## config.mk

```make
export PLATFORM = sky130hd
export DESIGN_NAME = spi_regfile_peripheral_flat
export DESIGN_NICKNAME = d
export VERILOG_FILES = /design/src/rtl/spi_pkg.sv /design/src/rtl/spi_regfile_peripheral_if.sv /design/src/rtl/spi_sync_edge.sv /design/src/rtl/spi_regfile_peripheral.sv /design/src/flat_wrapper.sv
export SDC_FILE = /design/constraint.sdc
export NUM_CORES = 1
export LEC_CHECK = 0
export ABC_CLOCK_PERIOD_IN_PS = 5850
export CAP_MARGIN = 20
export CORE_ASPECT_RATIO = 1.2
export CORE_MARGIN = 8
export CORE_UTILIZATION = 29
export DETAILED_ROUTE_END_ITERATION = 6
export SLEW_MARGIN = 10
export SYNTH_ARGS = -nofsm -noshare
export SYNTH_HDL_FRONTEND = slang
export SYNTH_SLANG_ARGS = --single-unit
```

## constraint.sdc

```tcl
create_clock -name clk -period 5.85 [get_ports clk]
set_input_delay 1.17 -clock clk [delete_from_list [all_inputs] [get_ports clk]]
set_output_delay 1.17 -clock clk [all_outputs]
set_load 0.05 [all_outputs]
```

## src/rtl/spi_pkg.sv

```systemverilog
// Shared types and constants for the SPI register-file peripheral.
package spi_pkg;

    typedef enum logic [2:0] {
        IDLE,
        ADDR,
        DATA,
        COMMIT,
        DRAIN
    } state_t;

    localparam logic SPI_CMD_WRITE = 1'b1;
    localparam logic SPI_CMD_READ  = 1'b0;

    function automatic int frame_len(input int addr_w, input int data_w);
        return 1 + addr_w + data_w;
    endfunction

endpackage

```

## src/rtl/spi_regfile_peripheral_if.sv

```systemverilog
// SPI pad-side bundle: controller drives nCS/SCLK/COPI, peripheral drives CIPO/cipo_oe and exposes its FSM state.
interface spi_regfile_peripheral_if;
    import spi_pkg::*;

    logic   nCS;
    logic   SCLK;
    logic   COPI;
    logic   CIPO;
    logic   cipo_oe;
    state_t dbg_state;

    modport master (output nCS, SCLK, COPI, input CIPO, cipo_oe, dbg_state);
    modport slave  (input nCS, SCLK, COPI, output CIPO, cipo_oe, dbg_state);

endinterface

```

## src/rtl/spi_sync_edge.sv

```systemverilog
// Multi-flop synchronizer with a history flop; reports the synchronized level and its edges.
module spi_sync_edge #(
    parameter int   STAGES    = 2,
    parameter logic RESET_VAL = 1'b0
) (
    input  logic clk,
    input  logic rst,
    input  logic d,
    output logic level,
    output logic rise,
    output logic fall
);

    logic [STAGES-1:0] sync_q, sync_d;
    logic              hist_q, hist_d;

    always_comb begin
        sync_d = {sync_q[STAGES-2:0], d};
        hist_d = sync_q[STAGES-1];
    end

    always_ff @(posedge clk or posedge rst) begin
        if (rst) begin
            sync_q <= {STAGES{RESET_VAL}};
            hist_q <= RESET_VAL;
        end else begin
            sync_q <= sync_d;
            hist_q <= hist_d;
        end
    end

    assign level = sync_q[STAGES-1];
    assign rise  = level & ~hist_q;
    assign fall  = ~level & hist_q;

endmodule

```

## src/rtl/spi_regfile_peripheral.sv

```systemverilog
// SPI mode-0 peripheral owning a bank of configuration registers, with write and read frames.
module spi_regfile_peripheral
    import spi_pkg::*;
#(
    parameter int NUM_REGS    = 5,
    parameter int DATA_W      = 8,
    parameter int ADDR_W      = 7,
    parameter int SYNC_STAGES = 2
) (
    input  logic                       clk,
    input  logic                       rst,
    spi_regfile_peripheral_if.slave    spi,
    output logic [NUM_REGS*DATA_W-1:0] regs_out,
    output logic                       wr_valid,
    output logic [ADDR_W-1:0]          wr_addr,
    output logic                       frame_err
);

    localparam int FRAME_LEN = frame_len(ADDR_W, DATA_W);
    localparam int HDR_LEN   = 1 + ADDR_W;
    localparam int CNT_W     = $clog2(FRAME_LEN + 1);

    logic sclk_level_unused, sclk_rise, sclk_fall;
    logic ncs_level, ncs_rise, ncs_fall;
    logic copi_level, copi_rise_unused, copi_fall_unused;

    spi_sync_edge #(.STAGES(SYNC_STAGES), .RESET_VAL(1'b0)) u_sclk_sync (
        .clk(clk), .rst(rst), .d(spi.SCLK),
        .level(sclk_level_unused), .rise(sclk_rise), .fall(sclk_fall)
    );
    spi_sync_edge #(.STAGES(SYNC_STAGES), .RESET_VAL(1'b1)) u_ncs_sync (
        .clk(clk), .rst(rst), .d(spi.nCS),
        .level(ncs_level), .rise(ncs_rise), .fall(ncs_fall)
    );
    spi_sync_edge #(.STAGES(SYNC_STAGES), .RESET_VAL(1'b0)) u_copi_sync (
        .clk(clk), .rst(rst), .d(spi.COPI),
        .level(copi_level), .rise(copi_rise_unused), .fall(copi_fall_unused)
    );

    state_t                     state_q, state_d;
    logic [CNT_W-1:0]           cnt_q, cnt_d, cnt_inc;
    logic [FRAME_LEN-2:0]       shin_q, shin_d;
    logic [FRAME_LEN-1:0]       shin_next;
    logic [DATA_W-1:0]          shout_q, shout_d;
    logic [NUM_REGS*DATA_W-1:0] regs_q, regs_d;
    logic                       wr_valid_q, wr_valid_d;
    logic [ADDR_W-1:0]          wr_addr_q, wr_addr_d;
    logic                       frame_err_q, frame_err_d;
    logic [ADDR_W-1:0]          hdr_addr, f_addr;
    logic                       hdr_rw, f_rw;
    logic [DATA_W-1:0]          f_data;

    // wr_valid is a single-cycle strobe with no back-pressure; wr_addr and regs_out
    // already hold the committed values in the cycle wr_valid is high.
    always_comb begin
        state_d     = state_q;
        cnt_d       = cnt_q;
        shin_d      = shin_q;
        shout_d     = shout_q;
        regs_d      = regs_q;
        wr_valid_d  = 1'b0;
        wr_addr_d   = wr_addr_q;
        frame_err_d = 1'b0;
        shin_next   = {shin_q, copi_level};
        cnt_inc     = cnt_q + CNT_W'(1);
        hdr_addr    = shin_next[ADDR_W-1:0];
        hdr_rw      = shin_next[ADDR_W];
        f_rw        = shin_next[FRAME_LEN-1];
        f_addr      = shin_next[DATA_W +: ADDR_W];
        f_data      = shin_next[DATA_W-1:0];

        case (state_q)
            IDLE: begin
                if (ncs_fall) begin
                    state_d = ADDR;
                    cnt_d   = '0;
                    shin_d  = '0;
                    shout_d = '0;
                end
            end
            ADDR: begin
                if (ncs_rise) begin
                    state_d     = IDLE;
                    frame_err_d = 1'b1;
                end else if (sclk_rise) begin
                    shin_d = shin_next[FRAME_LEN-2:0];
                    cnt_d  = cnt_inc;
                    if (cnt_inc == CNT_W'(HDR_LEN)) begin
                        state_d = DATA;
                        shout_d = '0;
                        if (hdr_rw == SPI_CMD_READ) begin
                            for (int k = 0; k < NUM_REGS; k++) begin
                                if (hdr_addr == ADDR_W'(k)) shout_d = regs_q[k*DATA_W +: DATA_W];
                            end
                        end
                    end
                end
            end
            DATA: begin
                if (ncs_rise) begin
                    state_d     = IDLE;
                    shout_d     = '0;
                    frame_err_d = 1'b1;
                end else if (sclk_rise) begin
                    shin_d = shin_next[FRAME_LEN-2:0];
                    cnt_d  = cnt_inc;
                    if (cnt_inc == CNT_W'(FRAME_LEN)) begin
                        state_d = COMMIT;
                        shout_d = '0;
                        if (f_rw == SPI_CMD_WRITE) begin
                            if (int'(f_addr) < NUM_REGS) begin
                                for (int k = 0; k < NUM_REGS; k++) begin
                                    if (f_addr == ADDR_W'(k)) regs_d[k*DATA_W +: DATA_W] = f_data;
                                end
                                wr_valid_d = 1'b1;
                                wr_addr_d  = f_addr;
                            end else begin
                                frame_err_d = 1'b1;
                            end
                        end
                    end
                end else if (sclk_fall && cnt_q != CNT_W'(HDR_LEN)) begin
                    // The fall right after the last address bit only presents the MSB loaded at that rise.
                    shout_d = shout_q << 1;
                end
            end
            COMMIT:  state_d = ncs_rise ? IDLE : DRAIN;
            DRAIN:   if (ncs_rise) state_d = IDLE;
            default: state_d = IDLE;
        endcase
    end

    always_ff @(posedge clk or posedge rst) begin
        if (rst) begin
            state_q     <= IDLE;
            cnt_q       <= '0;
            shin_q      <= '0;
            shout_q     <= '0;
            regs_q      <= '0;
            wr_valid_q  <= 1'b0;
            wr_addr_q   <= '0;
            frame_err_q <= 1'b0;
        end else begin
            state_q     <= state_d;
            cnt_q       <= cnt_d;
            shin_q      <= shin_d;
            shout_q     <= shout_d;
            regs_q      <= regs_d;
            wr_valid_q  <= wr_valid_d;
            wr_addr_q   <= wr_addr_d;
            frame_err_q <= frame_err_d;
        end
    end

    assign regs_out      = regs_q;
    assign wr_valid      = wr_valid_q;
    assign wr_addr       = wr_addr_q;
    assign frame_err     = frame_err_q;
    assign spi.CIPO      = shout_q[DATA_W-1];
    assign spi.cipo_oe   = ~ncs_level;
    assign spi.dbg_state = state_q;

endmodule

```

## src/flat_wrapper.sv

```systemverilog
// flat-port wrapper written by rule: the top's interface ports become plain ports
module spi_regfile_peripheral_flat import spi_pkg::*;
#(
    parameter int NUM_REGS    = 5,
    parameter int DATA_W      = 8,
    parameter int ADDR_W      = 7,
    parameter int SYNC_STAGES = 2
)
  (clk, rst, regs_out, wr_valid, wr_addr, frame_err, spi_nCS, spi_SCLK, spi_COPI, spi_CIPO, spi_cipo_oe, spi_dbg_state);
  spi_regfile_peripheral_if spi_i ();
  input  logic clk;
  input  logic rst;
  output logic [NUM_REGS*DATA_W-1:0] regs_out;
  output logic wr_valid;
  output logic [ADDR_W-1:0] wr_addr;
  output logic frame_err;
  input wire logic [$bits(spi_i.nCS)-1:0] spi_nCS;
  input wire logic [$bits(spi_i.SCLK)-1:0] spi_SCLK;
  input wire logic [$bits(spi_i.COPI)-1:0] spi_COPI;
  output wire logic [$bits(spi_i.CIPO)-1:0] spi_CIPO;
  output wire logic [$bits(spi_i.cipo_oe)-1:0] spi_cipo_oe;
  output wire logic [$bits(spi_i.dbg_state)-1:0] spi_dbg_state;
  assign spi_i.nCS = spi_nCS;
  assign spi_i.SCLK = spi_SCLK;
  assign spi_i.COPI = spi_COPI;
  assign spi_CIPO = spi_i.CIPO;
  assign spi_cipo_oe = spi_i.cipo_oe;
  assign spi_dbg_state = spi_i.dbg_state;
  spi_regfile_peripheral #(.NUM_REGS(NUM_REGS), .DATA_W(DATA_W), .ADDR_W(ADDR_W), .SYNC_STAGES(SYNC_STAGES)) u_core (.clk(clk), .rst(rst), .spi(spi_i), .regs_out(regs_out), .wr_valid(wr_valid), .wr_addr(wr_addr), .frame_err(frame_err));
endmodule
```

=== Word-level counts from Yosys, hierarchy flattened ===
Index checks and enable logic that the tools add are counted.

* Register bits after elaboration: 88
* Bits in latches: 0
* Output and inout port bits: 54
* Bits in writable memories: 0
* Word-level logic and storage cells: 118
* ROM bits: 0
* Memories kept: 0
* Input bits: 5

* Mux-type cells: 46
* $lt $le $gt $ge: 1
* Reductions and logical operators: 16
* Equal/unequal tests: 28
* Div/mod/pow operators: 0
* $add $sub $neg: 1
* $mul: 0
* Shift-type cells: 0
* Bitwise gates (word level): 9

{| class="wikitable"
|+ Operators with widths
! operator !! count
|-
| $mux W8 || 14
|-
| $mux W15 || 3
|-
| $reduce_and A7 Y1 || 6
|-
| $pmux W15 S2 || 1
|-
| $eq A7 B2 Y1 const B || 4
|-
| $mux W3 || 9
|-
| $pmux W8 S3 || 1
|-
| $mux W5 || 3
|-
| $pmux W3 S5 || 1
|-
| $eq A7 B1 Y1 const B || 2
|-
| $eq A7 B3 Y1 const B || 2
|-
| $logic_not A7 Y1 || 2
|-
| $mux W1 || 12
|-
| $ne A3 B1 Y1 const B || 4
|-
| $reduce_and A6 Y1 || 2
|-
| $ne A2 B1 Y1 const B || 5
|-
| $pmux W5 S2 || 1
|-
| $lt A7 B3 Y1 const B || 1
|-
| $eq A3 B2 Y1 const B || 2
|-
| $add A5 B1 Y5 const B || 1
|-
| $eq A5 B4 Y1 const B || 1
|-
| $eq A5 B5 Y1 const B || 1
|-
| $ne A5 B4 Y1 const B || 1
|-
| $not A1 Y1 || 5
|-
| other kinds (13) || 17
|}

=== Depth between registers and ports, before layout ===
* Word-level depth: 11
* Gate-level depth with buffers: 7

=== Modules after synthesis ===
From an unflattened synthesis, not the netlist that was laid out.

* Cell total of the unflattened synthesis: 337
* Area total of the unflattened synthesis: 4,157.7 um^2

{| class="wikitable"
|+ By module, submodules not included
! module !! instances !! cells an instance !! sequential area each (um^2) !! area each (um^2)
|-
| spi_regfile_peripheral || 1 || 319 || 2,001.9 || 3,872.5
|-
| spi_sync_edge at u_core.u_copi_sync ... || 2 || 6 || 75.1 || 93.8
|-
| spi_sync_edge at u_core.u_ncs_sync || 1 || 6 || 78.8 || 97.6
|}

=== Least setup slack after synthesis ===
No wires, ideal clock.

* Kind: register to register
* Start: register u_core.state_q[2], in the netlist u_core.spi.dbg_state[2]
* End: register u_core.wr_addr_q[0], in the netlist u_core.wr_addr[0]
* Arrival: 2.267 ns
* Library setup time: 0.125 ns
* Setup slack: 3.458 ns
* Cell stages (with the launch flop): 8
* Buffers on the path: 2
* Clock period less this slack: 2.392 ns
* Required time: 5.725 ns
* Cell sequence: dfrtp_1 > buf_2 > nor3b_1 > nand2_1 > a2111oi_4 > and2_0 > clkbuf_2 > mux2_2

* Longest elaborated chain between the ends: 2

{| class="wikitable"
|+ RTL lines
! what !! line !! RTL
|-
| from (decl) || spi_regfile_peripheral.sv:40 || <nowiki>state_t state_q, state_d;</nowiki>
|-
| from (signal assigned) || spi_regfile_peripheral.sv:144 || <nowiki>state_q <= state_d;</nowiki>
|-
| $eq A3 B2 Y1 || spi_regfile_peripheral.sv:72 || <nowiki>case (state_q)</nowiki>
|-
| $reduce_and A6 Y1 (no line) || - ||
|-
| to (signal assigned) || spi_regfile_peripheral.sv:150 || <nowiki>wr_addr_q <= wr_addr_d;</nowiki>
|-
| to (decl) || spi_regfile_peripheral.sv:47 || <nowiki>logic [ADDR_W-1:0] wr_addr_q, wr_addr_d;</nowiki>
|}

Every way passes these cells.
A chain may end at the register's enable or synchronous reset.

=== Final worst setup path ===
* Start: register u_core.state_q[0], in the netlist u_core.spi.dbg_state[0]
* End: output port spi_dbg_state[0]

{| class="wikitable"
|+ RTL lines
! what !! line !! RTL
|-
| to (decl) || flat_wrapper.sv:22 || <nowiki>output wire logic [$bits(spi_i.dbg_state)-1:0] spi_dbg_state;</nowiki>
|}

No word-level cell between the ends.

==> impl_metrics.py <==
metrics = {
    "setup_path": {
        "critical_path.startpoint_type": "flip-flop",
        "timing.critical_path.arrival_ns": 1.81,
        "cpLargestDelayFamily": "buffers and inverters",
        "required_ns": 4.68,
        "worstPathMaxFanout": 14,
        "worstSetupPathDepth": 1,
        "reg2reg_depth": 6,
        "timing.critical_path.buf_inv": 1,
        "timing.critical_path.slowest_stage_cell": "clkdlybuf4s50_1",
        "worstPathCellList": "clkdlybuf4s50_1",
        "critical-path-max-stage-delay_ns": 0.89,
        "worst-setup-path-type": "flip-flop to output port",
        "worst_setup_path_end_kind": "output port",
    },
    "sta": {
        "maxSlewHeadroom": 0.492,
        "drv_slew": 0,
        "hold_violations": 0,
        "setup_tns_ns": 0,
        "clock_skew_ns": 0.0110,
        "timing.fmax_ghz": 0.336,
        "timing.final.ws_setup_ns": 2.87,
        "rsz0062_at_grt": "false",
        "final.min_clock_period_ns": 2.98,
        "period_share": 0.509,
        "setup_violations": 0,
        "slew_worst_pin_ns": 0.762,
    },
    "routing": {
        "drt-initial-drc-count": 77,
        "antenna_left": 0,
        "detailedRoute.firstPassIterationCount": 4,
        "route.final.wire_length_um": 9380,
        "remaining_drc_errors": 0,
        "routedWlPerCell_um": 16.6,
        "route.detailed.vias_per_inst": 4.78,
        "num_vias": 2705,
    },
    "grt": {
        "grt.met2_usage": 0.165,
        "antenna_found_initial": 0,
        "total_grt_usage": 0.106,
        "globalRouteMet1Util": 0.133,
        "global_route.peak_usage_layer": "met2",
        "pin_count_of_the_biggest_net_entering_global_routing": 59,
        "gr-usage-met3": 0.0330,
        "globalRouteOverflowTotal": 0,
        "first_global_vias": 2829,
        "first_pass_grt_wire_length_um": 15500,
    },
    "hold_path": {
        "hold-path-cell-count": 0,
        "timing.hold.worst.class": "flip-flop to flip-flop",
    },
    "synthesis": {
        "synth_top_flop_cell": "dfrtp_1",
        "syn_area_um2": 4120,
        "ys_seq_elements": 88,
        "syn_area_per_cell_um2": 12.3,
        "syn_nets": 342,
        "synth.yosys.warnings": 0,
        "yosys.cell_types.count": 52,
        "synth_cells": 334,
        "async_set_or_reset_flop_fraction_in_the_synthesized_netlist": 1.00,
        "number_of_synthesized_flops_with_an_enable_pin": 0,
        "synth_seq_area_share": 0.535,
    },
    "place": {
        "dpl.hpwl_um": 6680,
        "finalWeightedCongestion": 0.773,
        "port_buffers": 58,
        "pre_cts_slack_ns": 3.10,
        "dpl_cell_area_um2": 4870,
        "dp.cells": 549,
    },
    "floorplanning": {
        "design.portCount": 59,
        "initial_core_util": 0.298,
        "floorplan.rows": 47,
        "core-area_um2": 13800,
        "fp.dieArea_um2": 18300,
        "die_w_um": 125,
        "die_h_um": 147,
    },
    "run_status": {
        "result_of_the_run": "finished, final reports clean",
    },
    "layout": {
        "flow.area_growth_from_synthesis_pct": 26.5,
        "n_antenna_cell": 0,
        "finalCoreUtilization": 0.377,
        "final_cell_area_um2": 5210,
        "final_layout_size_suffix_gt1_frac": 0.243,
        "instances_no_fill": 566,
        "num-fill-cells": 1335,
        "finalNetCount": 398,
    },
    "clock_tree": {
        "deepest_level_of_the_cts_h_tree": 3,
        "cts_repair_resized_insts": 0,
        "clock-root-buffer": "clkbuf_16",
        "clock_tree.buffer_depth": 2,
        "tritoncts.num_buffers": 9,
        "cts_setup_buffers": 0,
        "path_clk_slew_ns": 0.07,
        "tritoncts_clock_tree": "yes",
        "cts-hold-fix-buffers": 0,
        "clk_latency_ns": 0.35,
        "clock_sink_count": 88,
    },
    "pwr": {
        "irDropWorstVdd_mv": 0.220,
        "power.static_leakage_nw": 2.31,
        "power.density_nw_per_um2": 336,
    },
    "run": {
        "maxCapViolCount": 0,
    },
}
power breakdown:
group / internal (mW) / switching, mW
Combinational: 0.161 / 0.238
Clock: 0.378 / 0.242
Sequential: 0.642 / 0.0897
Total: 1.18 / 0.570
metal layers:
| metal | part of all wire | vias to the layer above |
|---|---|---|
| met3 | 0.046 | 11 |
| met2 | 0.46 | 51 |
| met5 | 0 | - |
| met1 | 0.47 | 1340 |
| li1 | - | 1303 |
| met4 | 0.016 | 0 |
path summary, 6_finish.rpt:
| check | startpoint | end | slack, ns |
|---|---|---|---|
| max | u_core.spi.dbg_state[0] | spi_dbg_state[0] | 2.87 |
| min reg2reg | u_core.u_copi_sync.sync_q[0] | u_core.u_copi_sync.sync_q[1] | 0.35 |
| min in group asynchronous | rst | u_core.shin_q[14] | 1.12 |
| max reg2reg | u_core.cnt_q[0] | u_core.regs_out[13] | 3.15 |
| max in group asynchronous | rst | u_core.regs_out[35] | 3.75 |
| min | u_core.u_copi_sync.sync_q[0] | u_core.u_copi_sync.sync_q[1] | 0.35 |
cells by family after synthesis:
family | after synthesis | share of synthesized area
adder cells (fa/ha/maj) | 3 | 0.00911
multiplexers | 75 | 0.222
AND/OR/NAND/NOR | 91 | 0.126
flip-flops | 88 | 0.535
AO/OA/AOI/OAI | 35 | 0.0665
XOR/XNOR | 1 | 0.00213
buffers and inverters | 41 | 0.0398
cell usage after synthesis, types with 4 or more instances:
cell      number  area share
nor2_1         8      0.0073
dfrtp_1       85        0.52
o21ai_0        5      0.0061
buf_2          4      0.0049
mux2_2        50        0.14
mux2i_1       17       0.041
nand2_1       35       0.032
a22oi_1        8       0.015
clkbuf_1      10      0.0091
nand3_1        4      0.0049
nand2b_1       5      0.0076
nor2b_1        7       0.011
mux4_2         8       0.044
inv_1         24       0.022
registers in the layout, summed over array words and instances (netlist names):
name	flops
u_core.wr_addr	7
u_core.u_sclk_sync.sync_q	2
u_core.u_sclk_sync.hist_q	1
u_core.spi.dbg_state	3
u_core.regs_out	40
u_core.wr_valid	1
u_core.shout_q	8
u_core.cnt_q	5
u_core.u_ncs_sync.hist_q	1
u_core.shin_q	15
u_core.u_copi_sync.sync_q	2
u_core.u_ncs_sync.sync_q	2
u_core.frame_err	1
final cells by class:
| type | instances | area (µm²) | share of cell area |
|---|---|---|---|
| Sequential cell | 88 | 2210 | 0.423 |
| Multi-Input combinational cell | 205 | 1750 | 0.337 |
| Timing Repair Buffer | 62 | 623 | 0.120 |
| Clock buffer | 9 | 225 | 0.0432 |
| Tap cell | 171 | 214 | 0.0410 |
| Clock inverter | 7 | 98.8 | 0.0190 |
| Inverter | 24 | 91.3 | 0.0175 |
per-stage QoR:
stage	hold WS (ns)	power, mW
CTS	0.353	1.77
detailed placement	0.339	1.15
finish	0.353	1.75
global route	0.362	1.84
floorplan	0.331	1.04
global placement	0.336	1.14
worst reg2reg max path, delay by kind of cell (launching register included):
kind / cells / cell delay (ns)
AOI/OAI and AO/OA: 2 / 0.76
adders and majority gates: 1 / 0.31
DFF: 1 / 0.43
muxes: 1 / 0.41
and+or+nand+nor: 2 / 0.69
cells in the final DEF (no fill, tap or decap), types with 4 or more instances in the layout:
| master | synthesis | final |
|---|---|---|
| clkbuf_16 | 0 | 9 |
| nand2b_1 | 5 | 5 |
| inv_1 | 24 | 23 |
| a22oi_1 | 8 | 8 |
| mux2_2 | 50 | 50 |
| mux2i_1 | 17 | 17 |
| nand3_1 | 4 | 4 |
| nor2b_1 | 7 | 6 |
| nand2_1 | 35 | 35 |
| mux4_2 | 8 | 8 |
| o21ai_0 | 5 | 5 |
| clkdlybuf4s50_1 | 0 | 58 |
| dfrtp_1 | 85 | 85 |
| nor2_1 | 8 | 8 |
Note: power is estimated with default switching activity, not from simulation.
